[config.mk]
export PLATFORM = sky130hd
export DESIGN_NAME = imm_extender_pipe_flat
export DESIGN_NICKNAME = d
export VERILOG_FILES = /design/src/rtl/imm_extender_pipe_pkg.sv /design/src/rtl/imm_extender_pipe_if.sv /design/src/rtl/imm_extender_pipe_core.sv /design/src/rtl/imm_extender_pipe.sv /design/src/flat_wrapper.sv
export SDC_FILE = /design/constraint.sdc
export NUM_CORES = 1
export LEC_CHECK = 0
export BUFFER_PORTS_ARGS = -buffer_cell sky130_fd_sc_hd__buf_2
export CORE_UTILIZATION = 50
export DETAILED_ROUTE_END_ITERATION = 6
export GPL_TIMING_DRIVEN = 0
export HOLD_SLACK_MARGIN = 0.05
export PLACE_DENSITY = 0.78
export SYNTH_ARGS = -nofsm -noshare
export SYNTH_HDL_FRONTEND = slang
export SYNTH_SLANG_ARGS = --single-unit
[constraint.sdc]
create_clock -name clock -period 1.9 [get_ports clock]
set_input_delay 0.285 -clock clock [delete_from_list [all_inputs] [get_ports clock]]
set_output_delay 0.285 -clock clock [all_outputs]
set_load 0.05 [all_outputs]
[src/rtl/imm_extender_pipe_pkg.sv]
// Shared format encodings and default field widths for the immediate extender.
package imm_pkg;

  typedef enum logic [1:0] {
    FMT_J   = 2'd0,
    FMT_I20 = 2'd1,
    FMT_I14 = 2'd2,
    FMT_B8  = 2'd3
  } fmt_e;

  localparam int unsigned DEF_DATA_W = 32;
  localparam int unsigned DEF_W0     = 26;
  localparam int unsigned DEF_W1     = 20;
  localparam int unsigned DEF_W2     = 14;
  localparam int unsigned DEF_W3     = 8;
  localparam int unsigned FIFO_DEPTH = 2;

endpackage

[src/rtl/imm_extender_pipe_if.sv]
// Request/response bundle between a producer, the extender and its consumer.
interface imm_extender_pipe_if #(
  parameter int unsigned DATA_W = 32
) ();
  logic              in_valid;
  logic              in_ready;
  logic [DATA_W-1:0] instr;
  logic [1:0]        im_sel;
  logic              zero_ext;
  logic              shl2;
  logic              out_valid;
  logic              out_ready;
  logic [DATA_W-1:0] sinal_estendido;
  logic              sel_err;

  modport slave (
    input  in_valid, instr, im_sel, zero_ext, shl2, out_ready,
    output in_ready, out_valid, sinal_estendido, sel_err
  );

  modport master (
    output in_valid, instr, im_sel, zero_ext, shl2, out_ready,
    input  in_ready, out_valid, sinal_estendido, sel_err
  );
endinterface

[src/rtl/imm_extender_pipe_core.sv]
// Combinational field extraction, sign/zero extension and optional word shift.
module imm_ext_core
  import imm_pkg::*;
#(
  parameter int unsigned DATA_W   = DEF_DATA_W,
  parameter int unsigned W0       = DEF_W0,
  parameter int unsigned W1       = DEF_W1,
  parameter int unsigned W2       = DEF_W2,
  parameter int unsigned W3       = DEF_W3,
  parameter logic [3:0]  MASK_FMT = 4'b0000
) (
  input  logic [DATA_W-1:0] i_instr,
  input  logic [1:0]        i_im_sel,
  input  logic              i_zero_ext,
  input  logic              i_shl2,
  output logic [DATA_W-1:0] o_result_c,
  output logic              o_sel_err_c
);

  localparam int unsigned IDX_W = $clog2(DATA_W);

  logic [31:0]       w_width;
  logic [DATA_W-1:0] w_ext;

  // Keep the low w bits; fill the rest with zeros or copies of bit w-1.
  function automatic logic [DATA_W-1:0] extend(input logic [DATA_W-1:0] instr,
                                               input logic [31:0]       w,
                                               input logic              zero);
    logic [DATA_W-1:0] mask;
    logic              sign;
    mask = ~({DATA_W{1'b1}} << w);
    sign = instr[IDX_W'(w - 32'd1)];
    return (zero || !sign) ? (instr & mask) : (instr | ~mask);
  endfunction

  always_comb begin
    w_width     = W0;
    o_result_c  = '0;
    o_sel_err_c = 1'b0;
    case (fmt_e'(i_im_sel))
      FMT_J:   w_width = W0;
      FMT_I20: w_width = W1;
      FMT_I14: w_width = W2;
      FMT_B8:  w_width = W3;
      default: w_width = W0;
    endcase
    w_ext = extend(i_instr, w_width, i_zero_ext);
    if (MASK_FMT[i_im_sel]) begin
      o_sel_err_c = 1'b1;
    end else begin
      o_result_c = i_shl2 ? (w_ext << 2) : w_ext;
    end
  end

endmodule

[src/rtl/imm_extender_pipe.sv]
// Immediate extender with a 2-entry result FIFO: 1-cycle latency, full throughput.
module imm_extender_pipe
  import imm_pkg::*;
#(
  parameter int unsigned DATA_W   = DEF_DATA_W,
  parameter int unsigned W0       = DEF_W0,
  parameter int unsigned W1       = DEF_W1,
  parameter int unsigned W2       = DEF_W2,
  parameter int unsigned W3       = DEF_W3,
  parameter logic [3:0]  MASK_FMT = 4'b0000
) (
  input  logic                clock,
  input  logic                reset,
  imm_extender_pipe_if.slave  bus
);

  logic [DATA_W-1:0] w_result;
  logic              w_err;
  logic              w_push;
  logic              w_pop;

  logic [1:0]        r_count;
  logic              r_wr_ptr;
  logic              r_rd_ptr;
  logic [DATA_W-1:0] r_data [FIFO_DEPTH];
  logic              r_err  [FIFO_DEPTH];

  imm_ext_core #(
    .DATA_W   (DATA_W),
    .W0       (W0),
    .W1       (W1),
    .W2       (W2),
    .W3       (W3),
    .MASK_FMT (MASK_FMT)
  ) u_core (
    .i_instr     (bus.instr),
    .i_im_sel    (bus.im_sel),
    .i_zero_ext  (bus.zero_ext),
    .i_shl2      (bus.shl2),
    .o_result_c  (w_result),
    .o_sel_err_c (w_err)
  );

  // Ready depends only on the registered count, never on out_ready.
  assign bus.in_ready        = !reset && (r_count != 2'(FIFO_DEPTH));
  assign bus.out_valid       = (r_count != 2'd0);
  assign bus.sinal_estendido = r_data[r_rd_ptr];
  assign bus.sel_err         = r_err[r_rd_ptr];

  assign w_push = bus.in_valid && bus.in_ready;
  assign w_pop  = bus.out_valid && bus.out_ready;

  always_ff @(posedge clock or posedge reset) begin
    if (reset) begin
      r_count  <= 2'd0;
      r_wr_ptr <= 1'b0;
      r_rd_ptr <= 1'b0;
      for (int i = 0; i < FIFO_DEPTH; i++) begin
        r_data[i] <= '0;
        r_err[i]  <= 1'b0;
      end
    end else begin
      if (w_push) begin
        r_data[r_wr_ptr] <= w_result;
        r_err[r_wr_ptr]  <= w_err;
        r_wr_ptr         <= ~r_wr_ptr;
      end
      if (w_pop) begin
        r_rd_ptr <= ~r_rd_ptr;
      end
      case ({w_push, w_pop})
        2'b10:   r_count <= r_count + 2'd1;
        2'b01:   r_count <= r_count - 2'd1;
        default: r_count <= r_count;
      endcase
    end
  end

endmodule

[src/flat_wrapper.sv]
// flat-port wrapper written by rule: the top's interface ports become plain ports
module imm_extender_pipe_flat import imm_pkg::*;
#(
  parameter int unsigned DATA_W   = DEF_DATA_W,
  parameter int unsigned W0       = DEF_W0,
  parameter int unsigned W1       = DEF_W1,
  parameter int unsigned W2       = DEF_W2,
  parameter int unsigned W3       = DEF_W3,
  parameter logic [3:0]  MASK_FMT = 4'b0000
)
  (clock, reset, bus_in_valid, bus_instr, bus_im_sel, bus_zero_ext, bus_shl2, bus_out_ready, bus_in_ready, bus_out_valid, bus_sinal_estendido, bus_sel_err);
  imm_extender_pipe_if #(.DATA_W(DATA_W)) bus_i ();
  input  logic clock;
  input  logic reset;
  input wire logic [$bits(bus_i.in_valid)-1:0] bus_in_valid;
  input wire logic [$bits(bus_i.instr)-1:0] bus_instr;
  input wire logic [$bits(bus_i.im_sel)-1:0] bus_im_sel;
  input wire logic [$bits(bus_i.zero_ext)-1:0] bus_zero_ext;
  input wire logic [$bits(bus_i.shl2)-1:0] bus_shl2;
  input wire logic [$bits(bus_i.out_ready)-1:0] bus_out_ready;
  output wire logic [$bits(bus_i.in_ready)-1:0] bus_in_ready;
  output wire logic [$bits(bus_i.out_valid)-1:0] bus_out_valid;
  output wire logic [$bits(bus_i.sinal_estendido)-1:0] bus_sinal_estendido;
  output wire logic [$bits(bus_i.sel_err)-1:0] bus_sel_err;
  assign bus_i.in_valid = bus_in_valid;
  assign bus_i.instr = bus_instr;
  assign bus_i.im_sel = bus_im_sel;
  assign bus_i.zero_ext = bus_zero_ext;
  assign bus_i.shl2 = bus_shl2;
  assign bus_i.out_ready = bus_out_ready;
  assign bus_in_ready = bus_i.in_ready;
  assign bus_out_valid = bus_i.out_valid;
  assign bus_sinal_estendido = bus_i.sinal_estendido;
  assign bus_sel_err = bus_i.sel_err;
  imm_extender_pipe #(.DATA_W(DATA_W), .W0(W0), .W1(W1), .W2(W2), .W3(W3), .MASK_FMT(MASK_FMT)) u_core (.clock(clock), .reset(reset), .bus(bus_i));
endmodule
==> flow_summary.toml, run 1 <==
[timing]
timing.final.crit_share = 1.16
hold_slack_ns = 0.0687
max_freq_ghz = 0.453
clock_skew_ns = 0.00546
period_needed_ns = 2.21
rsz0062_at_grt = "true"
fin_ws_ns = -0.307
tightest_slew_ns = 0.841
hold_viol = 0
relSlewSlack = 0.439
drv_slew = 0
setup_viol = 60

[logic_synthesis]
synth.most_common_cell = "nand2_1"
synth_edf_count = 0
synthTopCellsByArea = "dfrtp_1 (43%), mux2_2 (12%), nand2_1 (7.0%), o21ai_0 (4.5%), mux2i_1 (3.4%)"
synth_fp_nets = 473
synth-seq-cells = 70
synth_top_area_cell = "dfrtp_1"
synthArstFlopShare = 1.00
synth_warnings = 0
syn_inst = 425
synth_ff_type = "dfrtp_1"
avgSynthCellArea_um2 = 9.65
synth.top_cell.area_share = 0.427
synth_area_mm2 = 0.00410
seq_area_frac_synth = 0.427
synth_cell_types = 45
synth_common_cells = "nand2_1 (77), dfrtp_1 (70), mux2_2 (42)"

[routing]
drtPass1Iterations = 6
postRouteAntennaNets = 0
drc = 0
first_iter_violations = 261
via_per_inst = 5.89
wl_met3_um = 990
routedWlPerCell_um = 19.1
vias = 3747
finalWirelength_mm = 12.1
top_layer = "met4"
met2_length_mm = 5.76
met1Wirelength_mm = 4.92

[placement]
pre_cts_slack_ns = -0.935
dp_hpwl_mm = 8.18
port_buffers = 72
dp_cells = 600
routabilityCongestion = 0.888

[power_and_ir_drop]
p_comb_frac = 0.575
leakage_nw = 2.46
peakVddDrop_mv = 0.925
intPower_mw = 4.59
power_mw = 8.88
seqPwrFrac = 0.289
switching_share = 0.483
p_switching_mw = 4.29
power_density_mw_per_mm2 = 1600
clkPwrFrac = 0.135

[cts]
cts_max_path_buffers = 2
clock_latency_ns = 0.36
cts-htree-levels = 3
cts_sinks = 70
clk_pin_slew_ns = 0.08
cts_tree = "built"
cts-root-buf = "clkbuf_8"
cts_buffers = 9

[worst_setup_path]
crit_type = "input pin to register"
cp-end-kind = "register"
required_ns = 2.14
worstPathMaxFanout = 6
cp-start-kind = "input pin"
crit_arrival_ns = 2.45

[run_status]
violations = "setup timing"
outcome = "complete, but fails checks"

[floorplanning]
coreArea_mm2 = 0.00785
die_w_um = 92.6
die_height_um = 92.6
rows = 32
ios = 75
die-area_mm2 = 0.00857
initial_core_util = 0.523

[grt]
grt_pass1_wl_mm = 19.1
grtUsageTotal = 0.297
grt_max_degree = 46
antenna_found_initial = 0
grt_pass1_vias = 3789
gr-total-overflow = 0

[cells_and_area]
fill_cells = 579
areaGrowthSynthToFinish_pct = 35.1
layout.nets = 577
seqCellArea_mm2 = 0.00175
drive_gt1_frac = 0.442
final_cell_count_no_fill = 636
multi_input_comb_area_mm2 = 0.00256
antenna_cells = 0

[flow_run]
maxCapViolCount = 0

[hold_path]
hold_class = "input pin to asynchronous set/reset pin"
power groups by stage:
| stage | Sequential, mW | Clock (mW) | Combinational, mW |
|---|---|---|---|
| floorplan | 2.46 | 0 | 3.75 |
| global placement | 2.51 | 0 | 4.58 |
| detailed placement | 2.56 | 0 | 4.65 |
| CTS | 2.56 | 1.21 | 4.90 |
| global route | 2.65 | 1.30 | 5.39 |
| finish | 2.57 | 1.20 | 5.11 |
cells by family after synthesis:
group | after synthesis | synth area share
simple gates | 124 | 0.131
compound gates | 115 | 0.182
flops | 70 | 0.427
mux | 61 | 0.176
buf+inv | 41 | 0.0433
fa+ha+maj | 8 | 0.0244
xor+xnor | 6 | 0.0174
repair_timing:
item / in CTS / in global routing
cloned: 3 / 0
buffers inserted: 17 / 4
pin swaps: 6 / 12
endpoints found under the setup margin: 91 / 71
hold buffers: 1 / 0
gates resized for setup: 53 / 44
endpoints found under the hold margin: 13 / 0
path summary, 6_finish.rpt:
kind / depth (start not counted) / start / slack, ns / endpoint
worst max-delay path: 11 / bus_im_sel[1] / -0.31 / u_core.r_data[59]
worst min-delay path: 2 / reset / 0.07 / u_core.r_data[35]
worst max register to register: 7 / u_core.r_count[0] / 0.02 / u_core.r_data[20]
worst min register to register: 2 / u_core.r_data[3] / 0.48 / u_core.r_data[3]
max in group asynchronous: 3 / reset / 0.79 / u_core.r_data[46]
min in group clock: 3 / bus_instr[0] / 0.24 / u_core.r_data[32]
worst max-delay path: stages:
cell      delay [ns]
buf_12          0.12
ha_4            0.17
xnor2_4         0.23
mux4_2          0.56
mux2i_4         0.19
o211ai_4        0.16
buf_4           0.19
buf_4           0.13
buf_6           0.12
a21oi_1         0.21
a211oi_2        0.08
layout by cell type, fill, tap and decap left out, drive strengths merged, types with 3 or more instances in the layout:
| master | instances |
|---|---|
| a21boi | 5 |
| nand2 | 77 |
| inv | 7 |
| and2 | 3 |
| o31ai | 8 |
| nor2b | 6 |
| o21a | 4 |
| ha | 8 |
| or2 | 3 |
| o211ai | 4 |
| clkbuf | 31 |
| clkinvlp | 3 |
| buf | 102 |
| mux4 | 4 |
| a31oi | 6 |
| mux2i | 15 |
| a21oi | 24 |
| dfrtp | 70 |
| a211oi | 8 |
| clkinv | 5 |
| nor2 | 21 |
| xnor2 | 4 |
| mux2 | 42 |
| a21o | 3 |
| o21ai | 37 |
| o41ai | 8 |
| nor3 | 5 |
| nor3b | 3 |
cell type report:
cell class	instances	area share
multi-input cells	314	0.463
flip-flops and latches	70	0.316
repair buffers	96	0.112
plain buffers	28	0.0402
clock buffers	10	0.0230
well taps	102	0.0230
clock inverters	6	0.0113
inverters	9	0.0102
repair inverters	1	0.000903
stage by stage:
stage	utilization	instance area, µm²	setup TNS, ns
3_5_place_dp	0.610	4780	-56.19
2_1_floorplan	-	4280	-26.55
6_report	0.706	5540	-9.24
4_1_cts	0.682	5360	-6.97
5_1_grt	0.706	5540	-12.22
3_3_place_gp	0.607	4760	-72.00
routing by layer:
| metal | GRT usage | up-vias |
|---|---|---|
| met5 | 0 | - |
| met4 | 0.138 | 0 |
| met3 | 0.0772 | 36 |
| met2 | 0.474 | 182 |
| met1 | 0.377 | 1808 |
| li1 | - | 1721 |
state kept, by name, indices dropped and copies added, names as in the netlist:
| register | flops |
|---|---|
| u_core.r_count | 2 |
| u_core.r_data | 64 |
| u_core.r_err | 2 |
| u_core.r_rd_ptr | 1 |
| u_core.r_wr_ptr | 1 |
No activity file was read; power rests on OpenSTA's default activity.
==> run 2, diff against run 1 <==
--- a/config.mk
+++ b/config.mk
@@ -7,10 +7,12 @@
 export LEC_CHECK = 0
 export BUFFER_PORTS_ARGS = -buffer_cell sky130_fd_sc_hd__buf_2
 export CORE_UTILIZATION = 50
+export CTS_BUF_LIST = sky130_fd_sc_hd__clkbuf_8
 export DETAILED_ROUTE_END_ITERATION = 6
 export GPL_TIMING_DRIVEN = 0
 export HOLD_SLACK_MARGIN = 0.05
-export PLACE_DENSITY = 0.78
+export PLACE_DENSITY = 0.75
 export SYNTH_ARGS = -nofsm -noshare
 export SYNTH_HDL_FRONTEND = slang
+export SYNTH_HIERARCHICAL = 1
 export SYNTH_SLANG_ARGS = --single-unit
==> constraint.sdc (replaced) <==
create_clock -name clock -period 2.6 [get_ports clock]
set_input_delay 0.39 -clock clock [delete_from_list [all_inputs] [get_ports clock]]
set_output_delay 0.39 -clock clock [all_outputs]
set_load 0.05 [all_outputs]
==> run 2 against run 1 <==
Compared with the run above: the run now ends clean; clock power fell by 37%; highest routed layer unchanged; sequential power fell by 26%; critical path type unchanged; setup slack improved by 0.41 ns; critical path depth did not move; clock skew rose by 0.0028 ns; cell area fell by 14%; synthesized area fell by 0.79%; register-to-register slack improved by 0.82 ns.
==> flow_summary.toml, run 2 <==
[worst_setup_path]
timing.rr.end = "u_core/r_data[63]"
cp_slowest_cell = "a311o_1"
reg2reg_depth = 4
rr_startpoint = "u_core/r_count[1]"
crit_type = "input pin to register"
cpPeakStageDelay_ns = 0.36
startpoint = "bus_im_sel[0]"
cp.buffers_inverters = 3
cp.depth = 11
rrSetupSlack_ns = 0.84
crit_arrival_ns = 2.79
cp-start-kind = "input pin"
critical_path.top_delay_family = "compound AO/OA/AOI/OAI gates"
cp-end-kind = "register"
crit_path_cell_trace = "buf_2 > inv_1 > ha_2 > nor2_1 > a21oi_1 > a311o_1 > o22a_1 > buf_6 > or2_4 > a32oi_1 > mux2_2"
required_ns = 2.89
worstPathMaxFanout = 10

[floorplanning]
die_height_um = 92.2
die-area_mm2 = 0.00850
coreArea_mm2 = 0.00781
rows = 32
ios = 75
initial_core_util = 0.521
die_w_um = 92.2

[cts]
clk_pin_slew_ns = 0.07
cts_tree = "built"
cts-root-buf = "clkbuf_8"
postCtsHoldBufs = 0
cts-htree-levels = 3
postCtsSetupBuffers = 0
cts_sinks = 70
cts_buffers = 9
clock_latency_ns = 0.35
cts_max_path_buffers = 2
cts_resized = 0

[logic_synthesis]
seq_area_frac_synth = 0.431
synth.most_common_cell = "mux2_2"
synth-seq-cells = 70
synth_cell_types = 44
synth_common_cells = "mux2_2 (97), dfrtp_1 (70), a21oi_1 (20)"
synth_fp_nets = 383
synth_top_area_cell = "dfrtp_1"
synthArstFlopShare = 1.00
synthTopCellsByArea = "dfrtp_1 (43%), mux2_2 (27%), a21oi_1 (2.5%), ha_1 (2.5%), mux2i_1 (2.5%)"
synth_area_mm2 = 0.00407
synth.top_cell.area_share = 0.431
syn_inst = 335
synth_warnings = 6
synth_edf_count = 0
synth_ff_type = "dfrtp_1"
avgSynthCellArea_um2 = 12.1

[grt]
antenna_found_initial = 0
grtUsageMet3 = 0.0622
gr-total-overflow = 0
grt_pass1_wl_mm = 15.2
grt_use_met2 = 0.391
grt_use_met1 = 0.297
grt_max_degree = 71
grt_pass1_vias = 3103
grtUsageTotal = 0.236
top_usage_layer = "met2"

[routing]
postRouteAntennaNets = 0
vias = 2943
finalWirelength_mm = 9.26
drc = 0
drtPass1Iterations = 4
first_iter_violations = 131
via_per_inst = 5.63
routedWlPerCell_um = 17.7

[cells_and_area]
final_cell_mix = "mux2_2 (97), buf_2 (77), dfrtp_1 (70)"
largest_register_ffs = 64
areaGrowthSynthToFinish_pct = 16.7
mostFrequentLayoutCell = "mux2_2"
top_register = "u_core/r_data"
fill_cells = 679
final_util = 0.608
antenna_cells = 0
layout.nets = 466
top_regs = "u_core/r_data: 64 flops, u_core/r_count: 2 flops, u_core/r_err: 2 flops"
fin_area_mm2 = 0.00475
final_cell_count_no_fill = 523
drive_gt1_frac = 0.515

[placement]
dp_hpwl_mm = 6.89
port_buffers = 72
place_area_mm2 = 0.00456
routabilityCongestion = 0.891
dp_cells = 509
pre_cts_slack_ns = -0.321

[flow_run]
maxCapViolCount = 0

[timing]
timing.final.crit_share = 0.962
hold_slack_ns = 0.239
drv_slew = 0
fin_ws_ns = 0.0991
setup_viol = 0
relSlewSlack = 0.431
max_freq_ghz = 0.400
tightest_slew_ns = 0.853
clock_skew_ns = 0.00831
hold_viol = 0
period_needed_ns = 2.50
fin_setup_tns_ns = 0

[power_and_ir_drop]
p_comb_frac = 0.568
clkPwrFrac = 0.122
power_density_mw_per_mm2 = 1290
seqPwrFrac = 0.310
intPower_mw = 3.26
leakage_nw = 2.19
p_switching_mw = 2.87
switching_share = 0.469
peakVddDrop_mv = 0.792
power_mw = 6.13

[hold_path]
hold_class = "input pin to asynchronous set/reset pin"

[run_status]
outcome = "complete, no violations"
==> run 2: area by class of cell <==
type                            instances  area [µm²]  share of cell area
Sequential cell                        70        1750               0.369
Multi-Input combinational cell        237        2170               0.457
Clock buffer                           10         138              0.0290
Buffer                                 23         153              0.0322
Inverter                                5        21.3             0.00448
Clock inverter                          4        25.0             0.00527
Timing Repair Buffer                   72         360              0.0759
Tap cell                              102         128              0.0269
==> run 2: metal layers <==
layer | up-vias | share of wire
li1 | 1370 | -
met1 | 1462 | 0.43
met2 | 95 | 0.50
met3 | 16 | 0.052
met4 | 0 | 0.021
met5 | - | 0
==> run 2: cell families (layout without fill, tap and decap cells) <==
logic type                 Yosys count  after routing  synth area share
AOI/OAI and AO/OA                   54             54            0.0907
xor gates and xnor gates             7              7            0.0169
adders and majority gates            8              8            0.0246
buffers and inverters               28            114            0.0421
DFF                                 70             70             0.431
muxes                              113            113             0.322
other                                1              1          0.000922
and+or+nand+nor                     54             54            0.0726
==> run 2: worst max-delay path by stage <==
stage                             end
global placement     u_core/r_data[3]
global route        u_core/r_data[20]
floorplan           u_core/r_data[50]
finish              u_core/r_data[19]
detailed placement  u_core/r_data[18]
CTS                 u_core/r_data[18]
==> run 2: power by group through the flow <==
stage / Clock, mW / Combinational, mW / Sequential [mW]
after floorplan: 0 / 2.89 / 1.82
after global placement: 0 / 3.44 / 1.86
after detailed placement: 0 / 3.49 / 1.92
after CTS: 0.776 / 3.50 / 1.90
after global routing: 0.830 / 3.67 / 1.97
final: 0.751 / 3.48 / 1.90
